**config.mk**
```make
export PLATFORM = sky130hd
export DESIGN_NAME = tky_ctrl_32b
export DESIGN_NICKNAME = d
export VERILOG_FILES = /design/src/rtl/tky_ctrl_32b.sv
export SDC_FILE = /design/constraint.sdc
export NUM_CORES = 1
export LEC_CHECK = 0
export ABC_AREA = 1
export ABC_CLOCK_PERIOD_IN_PS = 1600
export BUFFER_PORTS_ARGS = -buffer_cell sky130_fd_sc_hd__buf_4
export CAP_MARGIN = 25
export CORE_MARGIN = 2
export CORE_UTILIZATION = 50
export CTS_CLUSTER_DIAMETER = 150
export DETAILED_ROUTE_END_ITERATION = 7
export GPL_TIMING_DRIVEN = 0
export PLACE_DENSITY = 0.76
export SLEW_MARGIN = 20
export SYNTH_ARGS = -nofsm -noshare
export SYNTH_HDL_FRONTEND = slang
export SYNTH_SLANG_ARGS = --single-unit
```
**constraint.sdc**
```tcl
create_clock -name clk -period 1.6 [get_ports clk]
set_clock_uncertainty 0.2 [all_clocks]
set_input_delay 0.08 -clock clk [delete_from_list [all_inputs] [get_ports clk]]
set_output_delay 0.08 -clock clk [all_outputs]
set_load 0.05 [all_outputs]
```
**src/rtl/tky_ctrl_32b.sv**
```systemverilog
`default_nettype none
// ============================================================================
// Module      : tky_ctrl_32b
// Description : Sequencer for the 32-bit-sliced tweakey register chain.
//               Loads a 128-bit tweakey word by word over a valid/ready pdi
//               handshake, steps it through NR round updates and restores it
//               through the revert path. Chain control {tky_se,tky_enc}:
//               00 hold, 10 shift, 01 round update, 11 restore.
// Revision    : 1.0 - initial release
// ============================================================================
module tky_ctrl_32b #(
    parameter int NR = 40,   // round-update cycles per run (1..63)
    parameter int NW = 4     // 32-bit words per tweakey load
) (
    input  logic       clk,
    input  logic       rst,          // asynchronous, active-low
    input  logic       load_start,
    input  logic       run_start,
    input  logic       revert_start,
    input  logic       pdi_valid,
    output logic       pdi_ready,
    output logic       tky_se,
    output logic       tky_enc,
    output logic [5:0] round_cnt,
    output logic       rnd_last,
    output logic       key_valid,
    output logic       updated,
    output logic       busy,
    output logic       done
);

    localparam int             c_WCW    = (NW > 1) ? $clog2(NW) : 1;
    localparam logic [c_WCW-1:0] c_W_LAST = c_WCW'(NW - 1);
    localparam logic [c_WCW-1:0] c_W_ONE  = c_WCW'(1);
    localparam logic [5:0]     c_R_LAST = 6'(NR - 1);

    localparam logic [2:0] c_IDLE    = 3'd0;
    localparam logic [2:0] c_LOAD    = 3'd1;
    localparam logic [2:0] c_READY   = 3'd2;
    localparam logic [2:0] c_RUN     = 3'd3;
    localparam logic [2:0] c_UPDATED = 3'd4;
    localparam logic [2:0] c_REVERT  = 3'd5;

    logic [2:0]       r_state;
    logic [2:0]       w_next;
    logic [c_WCW-1:0] r_word_cnt;
    logic [5:0]       r_round_cnt;
    logic             r_key_valid;
    logic             r_updated;

    logic w_accept;
    logic w_load_last;
    logic w_run_last;

    assign w_accept    = (r_state == c_LOAD) && pdi_valid;
    assign w_load_last = w_accept && (r_word_cnt == c_W_LAST);
    assign w_run_last  = (r_state == c_RUN) && (r_round_cnt == c_R_LAST);

    // State register
    always_ff @(posedge clk or negedge rst) begin
        if (!rst) r_state <= c_IDLE;
        else      r_state <= w_next;
    end

    // Next-state logic; commands only sampled in the resting states, load wins
    always_comb begin
        w_next = r_state;
        case (r_state)
            c_IDLE:    if (load_start) w_next = c_LOAD;
            c_LOAD:    if (w_load_last) w_next = c_READY;
            c_READY:   if (load_start) w_next = c_LOAD;
                       else if (run_start) w_next = c_RUN;
            c_RUN:     if (w_run_last) w_next = c_UPDATED;
            c_UPDATED: if (load_start) w_next = c_LOAD;
                       else if (revert_start) w_next = c_REVERT;
            c_REVERT:  w_next = c_READY;
            default:   w_next = c_IDLE;
        endcase
    end

    // Word and round counters, both wrap to zero on their final step
    always_ff @(posedge clk or negedge rst) begin
        if (!rst) begin
            r_word_cnt  <= '0;
            r_round_cnt <= '0;
        end else begin
            if (w_accept)
                r_word_cnt <= w_load_last ? '0 : r_word_cnt + c_W_ONE;
            if (r_state == c_RUN)
                r_round_cnt <= w_run_last ? 6'd0 : r_round_cnt + 6'd1;
        end
    end

    // Chain-content flags: set/cleared at the completion of each operation
    always_ff @(posedge clk or negedge rst) begin
        if (!rst) begin
            r_key_valid <= 1'b0;
            r_updated   <= 1'b0;
        end else if ((r_state != c_LOAD) && (w_next == c_LOAD)) begin
            r_key_valid <= 1'b0;
        end else if (w_load_last || (r_state == c_REVERT)) begin
            r_key_valid <= 1'b1;
            r_updated   <= 1'b0;
        end else if (w_run_last) begin
            r_key_valid <= 1'b0;
            r_updated   <= 1'b1;
        end
    end

    // Output decode from state and the pdi handshake
    always_comb begin
        pdi_ready = 1'b0;
        tky_se    = 1'b0;
        tky_enc   = 1'b0;
        round_cnt = 6'd0;
        rnd_last  = 1'b0;
        busy      = 1'b0;
        done      = 1'b0;
        case (r_state)
            c_LOAD: begin
                pdi_ready = 1'b1;
                busy      = 1'b1;
                tky_se    = pdi_valid;
                done      = w_load_last;
            end
            c_RUN: begin
                busy      = 1'b1;
                tky_enc   = 1'b1;
                round_cnt = r_round_cnt;
                rnd_last  = w_run_last;
                done      = w_run_last;
            end
            c_REVERT: begin
                busy      = 1'b1;
                tky_se    = 1'b1;
                tky_enc   = 1'b1;
                done      = 1'b1;
            end
            default: ;
        endcase
    end

    assign key_valid = r_key_valid;
    assign updated   = r_updated;

endmodule
`default_nettype wire

```
# Word level (Yosys, flattened, before mapping)
# Index checks and enable logic that the tools add are counted.
# Widths: inputs -> output; s select.
# word_totals
reg_bits	13
latch_bits	0
ramBits	0
rom_bits	0
output_inout_bits	14
elab_cells	50
mem_count	0
# op_classes
n_addsub	2
n_mul	0
div	0
n_lt_le_gt_ge	0
n_eq_ne	9
shift	0
muxes	22
n_bitwise	1
reduce_logical	11
# ops
op	n
$mux 3	7
$pmux 3 s6	1
$mux 6	2
$mux 1	9
$add 6x1->6 const B	1
$eq 3x1->1 const B	2
$eq 3x2->1 const B	2
$eq 3x3->1 const B	2
$eq 6x6->1 const B	1
$logic_and 1x1->1	4
$logic_not 3->1	1
$ne 3x1->1 const B	1
$pmux 1 s3	1
$reduce_bool 3->1	1
$reduce_or 3->1	1
$add 2x1->2 const B	1
$eq 2x2->1 const B	1
$mux 2	1
$pmux 1 s2	1
$reduce_and 2->1	1
$reduce_bool 2->1	1
$reduce_or 2->1	1
$logic_or 1x1->1	1
$not 1->1	1

# Longest topological paths before layout
# Gate-level depths: netlist of run 1.
# depth
word_depth	9
depth_mapped	8

# Least setup slack after synthesis of run 1
# No wires, ideal clock.
# synth_path
path_type	register to output
from	reg r_state[2]
to	out tky_se
t_arrival_ps	1597
t_required_ps	1320
slack_ps	-277
stages_incl_launch_ff	6
path_buffers	0
cell_sequence	dfrtp_1 > inv_1 > nand2_1 > nor2_2 > nand2_2 > nand2_1
# synth_between
elab_chain_cells	2
# synth_lines
item	line_no	rtl
start: declaration	44	logic [2:0] r_state;
start signal: assignment	61	if (!rst) r_state <= c_IDLE;
start signal: assignment	62	else r_state <= w_next;
$eq 3x3->1 or $eq 3x1->1 (tied branches)	119	case (r_state)
$pmux 1 s2 *	119	
end: declaration	22	output logic tky_se,
# Mark *: on every way between the ends. The rest lies on a longest branch, timed or not.

# Worst setup path in the final report of run 1
# layout_path
from	reg r_state[1]
to	out rnd_last
# layout_between
elab_chain_cells	3
# layout_lines
item	line_no	rtl
$eq 3x2->1 *	57, 119	
$logic_and 1x1->1	57	assign w_run_last = (r_state == c_RUN) && (r_round_cnt == c_R_LAST);
$mux 1 *	119	
end: declaration	25	output logic rnd_last,
# Marked as above.

==> flow_summary.ini, run 1 <==
[setup_path]
r2r_end = r_round_cnt[5]
rr_startpoint = r_round_cnt[1]
endpoint = rnd_last
regToRegSetupSlack_ns = 0.01
required_ns = 1.32
critPathKind = flip-flop to primary output
r2r_cells = 9
critPathCaptureType = primary output
crit_arrival_ns = 1.46
startpoint_type = flip-flop
worstPathMaxFanout = 4
critPathLaunch = r_state[1]

[outcome]
status = complete, but fails checks
violations = setup timing

[cts]
cts_tree = done
cts_buffer_depth = 2
cts-htree-levels = 1
cts.sinks = 13
numCtsBuffers = 3
root_buffer = clkbuf_4
clkLatencyLatePin_ns = 0.28
clk_pin_slew_ns = 0.08

[synthesis]
ys_warn_count = 0
syn-num-nets = 117
synth-seq-cells = 13
syn_area_um2 = 757
synthCells = 109
syn_avg_cell_area_um2 = 6.94
ys_seq_area_frac = 0.430
synth_cell_types = 15

[timing]
hold_violations = 0
finalCriticalPeriod_ns = 1.74
worstMarginPinSlew_ns = 0.245
final.period_utilization = 1.09
rsz0062_at_grt = true
hold_slack_ns = 0.292
setup_violations = 11
clock.fmax_ghz = 0.574
maxSlewViolCount = 0
relSlewSlack = 0.836
fin_ws_ns = -0.142

[floorplan]
die_h_um = 42.9
die_width_um = 42.9
initial_core_util = 0.521
ioPinCount = 20
core_um2 = 1450
die-area_um2 = 1840
row_count = 14

[final_layout]
area_growth_pct = 75.7
final_common_cell = buf_4
fillers = 57
seqCellArea_um2 = 328
multi_input_area_um2 = 467
drive_gt1_frac = 0.497
most-common-layout-cells = 28 x buf_4, 24 x nand2_1, 11 x dfrtp_1
layout.nets = 168
fin_util = 0.915
finalNonFillerCells = 175
antenna_cells = 0

[power]
p_per_area_nw_per_um2 = 1700
power.total_uw = 2260
leakage_uw = 0.000685
peakVddDrop_uv = 1290

[grt]
grt_util_all_layers = 0.265
grt_max_degree = 14
grt_overflow = 0
antenna_found_initial = 0
grt_pass1_vias = 838
grt_pass1_wl_mm = 3.56

[detailed_routing]
postRouteAntennaNets = 0
drc = 0
dr.pass1.iters = 4
vias_per_cell = 5.93
first_iter_violations = 56
wl_mm = 3.24
vias = 1038
routedWlPerCell_um = 18.5

[hold_path]
holdCritStartpoint = r_word_cnt[1]
hp-class = flip-flop to flip-flop

[place]
place_inst = 144
place_congestion = 0.829
numPortBuffers = 19
preCtsSetupSlack_ns = 0.0475
hpwl_mm = 1.20

[job]
cap_violations = 0
==> worst max-delay path, cell delays in order, from the launching register on <==
cell     delay, ns
dfrtp_2       0.45
nand2_2       0.10
nor2_4        0.19
nand2_2       0.13
nor2_4        0.14
buf_6         0.16
==> synth_stat cells <==
master	number	area (µm²)
a21oi_1	3	15.0
dfrtp_1	13	325
ha_1	2	25.0
inv_1	17	63.8
inv_2	1	3.75
nand2_1	33	124
nand2_2	2	12.5
nand3_1	10	50.1
nand4_1	1	6.26
nor2_1	17	63.8
nor2_2	3	18.8
nor2_4	1	11.3
o21ai_0	2	10.0
o21ai_1	2	10.0
xor2_1	2	17.5
==> cell families (layout without fill, tap and decap cells) <==
kind of cell,count (synthesis),count (layout),share of synthesized area
buffers and inverters,18,68,0.0892
flip-flops,13,13,0.430
XOR/XNOR,2,2,0.0231
AND/OR/NAND/NOR,67,67,0.379
AO/OA/AOI/OAI,7,7,0.0463
adder cells (fa/ha/maj),2,2,0.0331
==> flip-flops by register name, summed over array words and instances, names as in the netlist <==
signal and count:
key_valid 1, r_round_cnt 6, r_state 3, r_word_cnt 2
updated 1
==> power by group <==
part	internal, µW	switching [µW]	leakage [µW]	total [µW]
logic	563	902	0.000508	1470
registers	442	141	0.000162	583
clock network	96.9	112	0.0000150	209
==> layout make-up <==
| cell class | instances | share of cell area |
|---|---|---|
| flip-flops and latches | 13 | 0.246 |
| well taps | 16 | 0.0151 |
| clock buffers | 4 | 0.0198 |
| repair buffers | 46 | 0.313 |
| multi-input cells | 78 | 0.351 |
| inverters | 18 | 0.0546 |
==> how the worst min path moves through the flow <==
stage                     to  slack [ns]  cells after the start
2_1_floorplan      key_valid       -0.42                      0
3_3_place_gp      r_state[2]       -0.27                      1
3_5_place_dp      r_state[2]       -0.26                      1
4_1_cts        r_word_cnt[1]        0.29                      2
5_1_grt        r_word_cnt[1]        0.34                      2
6_report       r_word_cnt[1]        0.29                      2
==> metal layers <==
layer / GRT usage / wire length [µm] / up-vias
met4: 0.138 / 229 / 0
met1: 0.311 / 1130 / 499
li1: - / - / 435
met5: 0 / 0 / -
met3: 0.0553 / 253 / 31
met2: 0.448 / 1620 / 73
==> per-stage QoR <==
step | instance area [µm²] | setup TNS, ns
after floorplan | 769 | -0.640
final | 1330 | -0.998
after CTS | 1190 | -0.267
after detailed placement | 932 | 0
after global routing | 1330 | -1.35
after global placement | 932 | 0
==> what timing repair did <==
item,in CTS,in global routing
setup endpoints to repair,11,26
endpoints found under the hold margin,19,13
buffers inserted,14,7
pin swaps,9,10
hold buffers,6,1
gates resized for setup,24,27
(Power assumes the default switching activity.)
==> run 2: changes to the inputs <==
--- a/config.mk
+++ b/config.mk
@@ -6,15 +6,15 @@
 export NUM_CORES = 1
 export LEC_CHECK = 0
 export ABC_AREA = 1
-export ABC_CLOCK_PERIOD_IN_PS = 1600
+export ABC_CLOCK_PERIOD_IN_PS = 2100
 export BUFFER_PORTS_ARGS = -buffer_cell sky130_fd_sc_hd__buf_4
 export CAP_MARGIN = 25
 export CORE_MARGIN = 2
-export CORE_UTILIZATION = 50
+export CORE_UTILIZATION = 54
 export CTS_CLUSTER_DIAMETER = 150
 export DETAILED_ROUTE_END_ITERATION = 7
 export GPL_TIMING_DRIVEN = 0
-export PLACE_DENSITY = 0.76
+export PLACE_DENSITY = 0.81
 export SLEW_MARGIN = 20
 export SYNTH_ARGS = -nofsm -noshare
 export SYNTH_HDL_FRONTEND = slang
==> constraint.sdc (replaced) <==
create_clock -name clk -period 2.1 [get_ports clk]
set_clock_uncertainty 0.2 [all_clocks]
set_input_delay 0.105 -clock clk [delete_from_list [all_inputs] [get_ports clk]]
set_output_delay 0.105 -clock clk [all_outputs]
set_load 0.05 [all_outputs]
==> run 2 against run 1 <==
The flow finishes with violations (hold timing). Die area decreased by 6.7%. Final cell count decreased by 13%. Global-route usage decreased by 5.9 points. Routed wire length decreased by 48%. Sequential share of layout area increased by 8.1 points. Clock power decreased by 24%. Worst setup slack improved by 0.33 ns. Core utilization decreased by 15 points. Critical path depth increased by 1. Largest cell class unchanged. Combinational power decreased by 52%. Via count decreased by 27%. Count of clock-buffer cells in the layout unchanged.
==> flow_summary.ini, run 2 (same netlist as run 1, synthesis figures left out) <==
[setup_path]
critPathCaptureType = primary output
critPathKind = flip-flop to primary output
crit_arrival_ns = 1.61
required_ns = 1.79
cpMostUsedCell = nand2_1
worstPathMaxFanout = 5
path_cells = ha_1 -> nand3_1 -> nor2_1 -> nand2_1 -> nand2_1 -> buf_4
cpPeakStageDelay_ns = 0.43
critical-path-slowest-cell = dfrtp_1
startpoint_type = flip-flop

[place]
place_congestion = 0.829
numPortBuffers = 19
preCtsSetupSlack_ns = 0.538
hpwl_mm = 1.23

[final_layout]
largest_registers = r_round_cnt (6), r_state (3), r_word_cnt (2)
largest-register = r_round_cnt
final_common_cell = nand2_1
drive_gt1_frac = 0.212
antenna_cells = 0
most-common-layout-cells = 33 x nand2_1, 19 x buf_4, 17 x inv_1, 17 x nor2_1, 13 x dfrtp_1
layout.nets = 146
largest_register_ffs = 6
area_growth_pct = 31.4
fillers = 101

[timing]
relSlewSlack = 0.833
maxSlewViolCount = 0
rsz0062_at_grt = false
clock.fmax_ghz = 0.523
hold_slack_ns = -0.000102
fin_ws_ns = 0.188
hold_violations = 1
worstMarginPinSlew_ns = 0.251
finalCriticalPeriod_ns = 1.91
finalSetupTns_ns = 0
final.period_utilization = 0.910
setup_violations = 0

[floorplan]
die_width_um = 41.4
row_count = 13
core_um2 = 1300
ioPinCount = 20
die-area_um2 = 1720
die_h_um = 41.4
initial_core_util = 0.582

[cts]
hold_buffers = 5
clk_pin_slew_ns = 0.08
cts_post_setup_buffers_inserted = 0
cts_resized = 0
cts-htree-levels = 1
cts.sinks = 13
clkLatencyLatePin_ns = 0.28
root_buffer = clkbuf_4
cts_buffer_depth = 2
numCtsBuffers = 3
cts_tree = done

[detailed_routing]
postRouteAntennaNets = 0
wl_mm = 1.69
routedWlPerCell_um = 11.1
vias_per_cell = 4.97
drc = 0
dr.pass1.iters = 4
first_iter_violations = 12
vias = 755

[power]
leakage_uw = 0.000562
peakVddDrop_uv = 1030
p_per_area_nw_per_um2 = 1310
power.total_uw = 1300

[grt]
grt_overflow = 0
grt_util_all_layers = 0.206
antenna_found_initial = 0
grt_pass1_vias = 709
grt_max_degree = 14
grt_pass1_wl_mm = 2.77

[hold_path]
hp-class = primary input to async pin

[outcome]
violations = hold timing
status = complete, but fails checks

[job]
cap_violations = 0
==> run 2: per-layer routing <==
metal | vias to the layer above | wire, µm | global-route usage
met5 | - | 0 | 0
met1 | 348 | 783 | 0.263
li1 | 388 | - | -
met2 | 14 | 808 | 0.334
met3 | 5 | 65 | 0.0391
met4 | 0 | 28 | 0.0968
==> run 2: worst max-delay path: cells and delay by family, from the launching register on <==
kind | cells | cell delay [ns]
AND/OR/NAND/NOR | 4 | 0.48
flip-flops | 1 | 0.43
adder cells (fa/ha/maj) | 1 | 0.21
buffers and inverters | 1 | 0.19
==> run 2: path summary, 6_finish.rpt <==
check	start	end	slack [ns]	cells after the start
min in group clk	r_word_cnt[1]	r_word_cnt[1]	0.30	2
worst min-delay path	rst	r_state[2]	-0.0001	2
worst max register to register	r_state[1]	r_state[0]	0.29	6
worst min register to register	r_word_cnt[1]	r_word_cnt[1]	0.30	2
worst max-delay path	r_round_cnt[0]	done	0.19	6
max in group asynchronous	rst	r_round_cnt[3]	1.54	2
==> run 2: through the flow <==
stage          cell area (µm²)  std cells  hold slack (ns)   util
4_1_cts                    995        152          0.00359  0.764
6_report                   995        152        -0.000102  0.764
3_3_place_gp               918        143           -0.243  0.706
5_1_grt                    995        152           0.0209  0.764
3_5_place_dp               918        143           -0.243  0.706
2_1_floorplan              757        109           -0.391      -
==> run 2: layout make-up <==
type | instances | area, µm² | area share
clock buffers | 4 | 26.3 | 0.0264
multi-input cells | 78 | 364 | 0.366
inverters | 18 | 67.6 | 0.0679
well taps | 15 | 18.8 | 0.0189
flip-flops and latches | 13 | 325 | 0.327
repair buffers | 24 | 193 | 0.194
==> run 2: power by group <==
part	switching [µW]	internal [µW]	total, µW
combinational	479	232	710
sequential	94.6	336	430
clock	84.7	73.8	159
total	658	641	1300
==> run 3: changes to the inputs <==
--- a/config.mk
+++ b/config.mk
@@ -10,11 +10,11 @@
 export BUFFER_PORTS_ARGS = -buffer_cell sky130_fd_sc_hd__buf_4
 export CAP_MARGIN = 25
 export CORE_MARGIN = 2
-export CORE_UTILIZATION = 54
+export CORE_UTILIZATION = 41
 export CTS_CLUSTER_DIAMETER = 150
 export DETAILED_ROUTE_END_ITERATION = 7
 export GPL_TIMING_DRIVEN = 0
-export PLACE_DENSITY = 0.81
+export PLACE_DENSITY = 0.64
 export SLEW_MARGIN = 20
 export SYNTH_ARGS = -nofsm -noshare
 export SYNTH_HDL_FRONTEND = slang
==> run 3 against run 2 <==
The flow now finishes without violations. Non-clock buffer count is 2 higher. First-iteration DRC count decreased by 8.3%. Fmax grew 0.52%. Register-to-register slack improved by 0.04 ns. Count of clock-buffer cells in the layout decreased by 1. Sequential cell count unchanged. Largest cell class unchanged. Hold slack gained 0.28 ns. Cell area rose by 3.4%. Total power is 0.56% lower. Sequential share of layout area is 1.1 points lower. Core utilization shrank 17 points.
==> flow_summary.ini, run 3 (same netlist as run 1, synthesis figures left out) <==
[setup_path]
startpoint_type = flip-flop
critical-path-slowest-cell = dfrtp_1
cpMostUsedCell = nand2_1
crit_arrival_ns = 1.60
critPathKind = flip-flop to primary output
cpPeakStageDelay_ns = 0.43
critPathCaptureType = primary output
required_ns = 1.79
worstPathMaxFanout = 5
path_cells = ha_1 -> nand3_1 -> nor2_1 -> nand2_1 -> nand2_1 -> buf_4

[cts]
cts.sinks = 13
cts-htree-levels = 1
clk_pin_slew_ns = 0.08
cts_resized = 0
numCtsBuffers = 3
root_buffer = clkbuf_4
cts_buffer_depth = 2
cts_tree = done
clkLatencyLatePin_ns = 0.28

[final_layout]
drive_gt1_frac = 0.216
area_growth_pct = 35.9
largest_register_ffs = 6
final_common_cell = nand2_1
layout.nets = 148
largest_registers = r_round_cnt (6), r_state (3), r_word_cnt (2)
most-common-layout-cells = 33 x nand2_1, 19 x buf_4, 17 x inv_1, 17 x nor2_1, 13 x dfrtp_1
antenna_cells = 0
largest-register = r_round_cnt

[detailed_routing]
vias = 730
route.met3.wl_um = 58
first_iter_violations = 11
wl_met1_um = 771
wl_mm = 1.61
routedWlPerCell_um = 9.84
wl_met2_um = 761
dr.pass1.iters = 3
drc = 0
top_layer_used = met4
vias_per_cell = 4.45
postRouteAntennaNets = 0

[timing]
worstMarginPinSlew_ns = 0.380
hold_violations = 0
finalSetupTns_ns = 0
finalCriticalPeriod_ns = 1.90
clock.fmax_ghz = 0.526
final.period_utilization = 0.906
setup_violations = 0
fin_ws_ns = 0.198
rsz0062_at_grt = false
relSlewSlack = 0.746
maxSlewViolCount = 0

[grt]
antenna_found_initial = 0
grt_util_all_layers = 0.174
grt_max_degree = 10
grt_pass1_vias = 622
grt_pass1_wl_mm = 2.62
grt_overflow = 0

[floorplan]
die-area_um2 = 2210
core_um2 = 1730
die_width_um = 47.0
ioPinCount = 20
initial_core_util = 0.438
die_h_um = 47.0
row_count = 15

[place]
hpwl_mm = 1.19
preCtsSetupSlack_ns = 0.534
numPortBuffers = 19
place_congestion = 0.815

[power]
peakVddDrop_uv = 779
leakage_uw = 0.000573
p_per_area_nw_per_um2 = 1260

[outcome]
status = finished clean

[hold_path]
hp-class = flip-flop to flip-flop

[job]
cap_violations = 0
==> run 3: final cells by class <==
type	count	area (µm²)
Clock inverter	1	5.00
Multi-Input combinational cell	78	364
Timing Repair Buffer	26	213
Tap cell	25	31.3
Inverter	18	67.6
Fill cell	165	698
Sequential cell	13	325
Clock buffer	3	22.5
==> run 3: worst paths after layout <==
check,from,endpoint,slack [ns],cells past startpoint
max reg2reg,r_state[2],r_state[0],0.33,6
min,r_word_cnt[1],r_word_cnt[1],0.28,2
min reg2reg,r_word_cnt[1],r_word_cnt[1],0.28,2
max in group asynchronous,rst,r_word_cnt[1],0.23,4
min in group asynchronous,rst,r_state[1],0.50,3
max,r_round_cnt[0],done,0.20,6
==> run 3: where the power goes <==
part           internal (µW)  switching, µW
Combinational            235            477
Sequential               336           90.8
Clock                   70.7           83.3
Total                    641            651
==> run 3: per-stage QoR <==
| stage | util | total power, µW | std cells | hold slack [ns] | instance area (µm²) |
|---|---|---|---|---|---|
| floorplan | - | 940 | 109 | -0.391 | 757 |
| global route | 0.596 | 1400 | 164 | 0.318 | 1030 |
| detailed placement | 0.539 | 1120 | 153 | -0.239 | 931 |
| CTS | 0.596 | 1300 | 164 | 0.288 | 1030 |
| finish | 0.596 | 1290 | 164 | 0.285 | 1030 |
| global placement | 0.539 | 1110 | 153 | -0.241 | 931 |
==> run 3: critical path: cells and delay by family, from the launching register on <==
kind / cells / cell delay [ns]
adder cells (fa/ha/maj): 1 / 0.22
buffers and inverters: 1 / 0.19
flip-flops: 1 / 0.43
AND/OR/NAND/NOR: 4 / 0.48
==> run 3: routing by layer <==
metal,up-vias,track usage
met5,-,0
met4,0,0.0500
met3,4,0.0692
met2,12,0.279
met1,318,0.217
li1,396,-
==> run 3: what timing repair did <==
| action | in CTS | in global routing |
|---|---|---|
| hold buffers | 7 | 0 |
| buffers inserted | 0 | 0 |
| hold endpoints to repair | 19 | 0 |
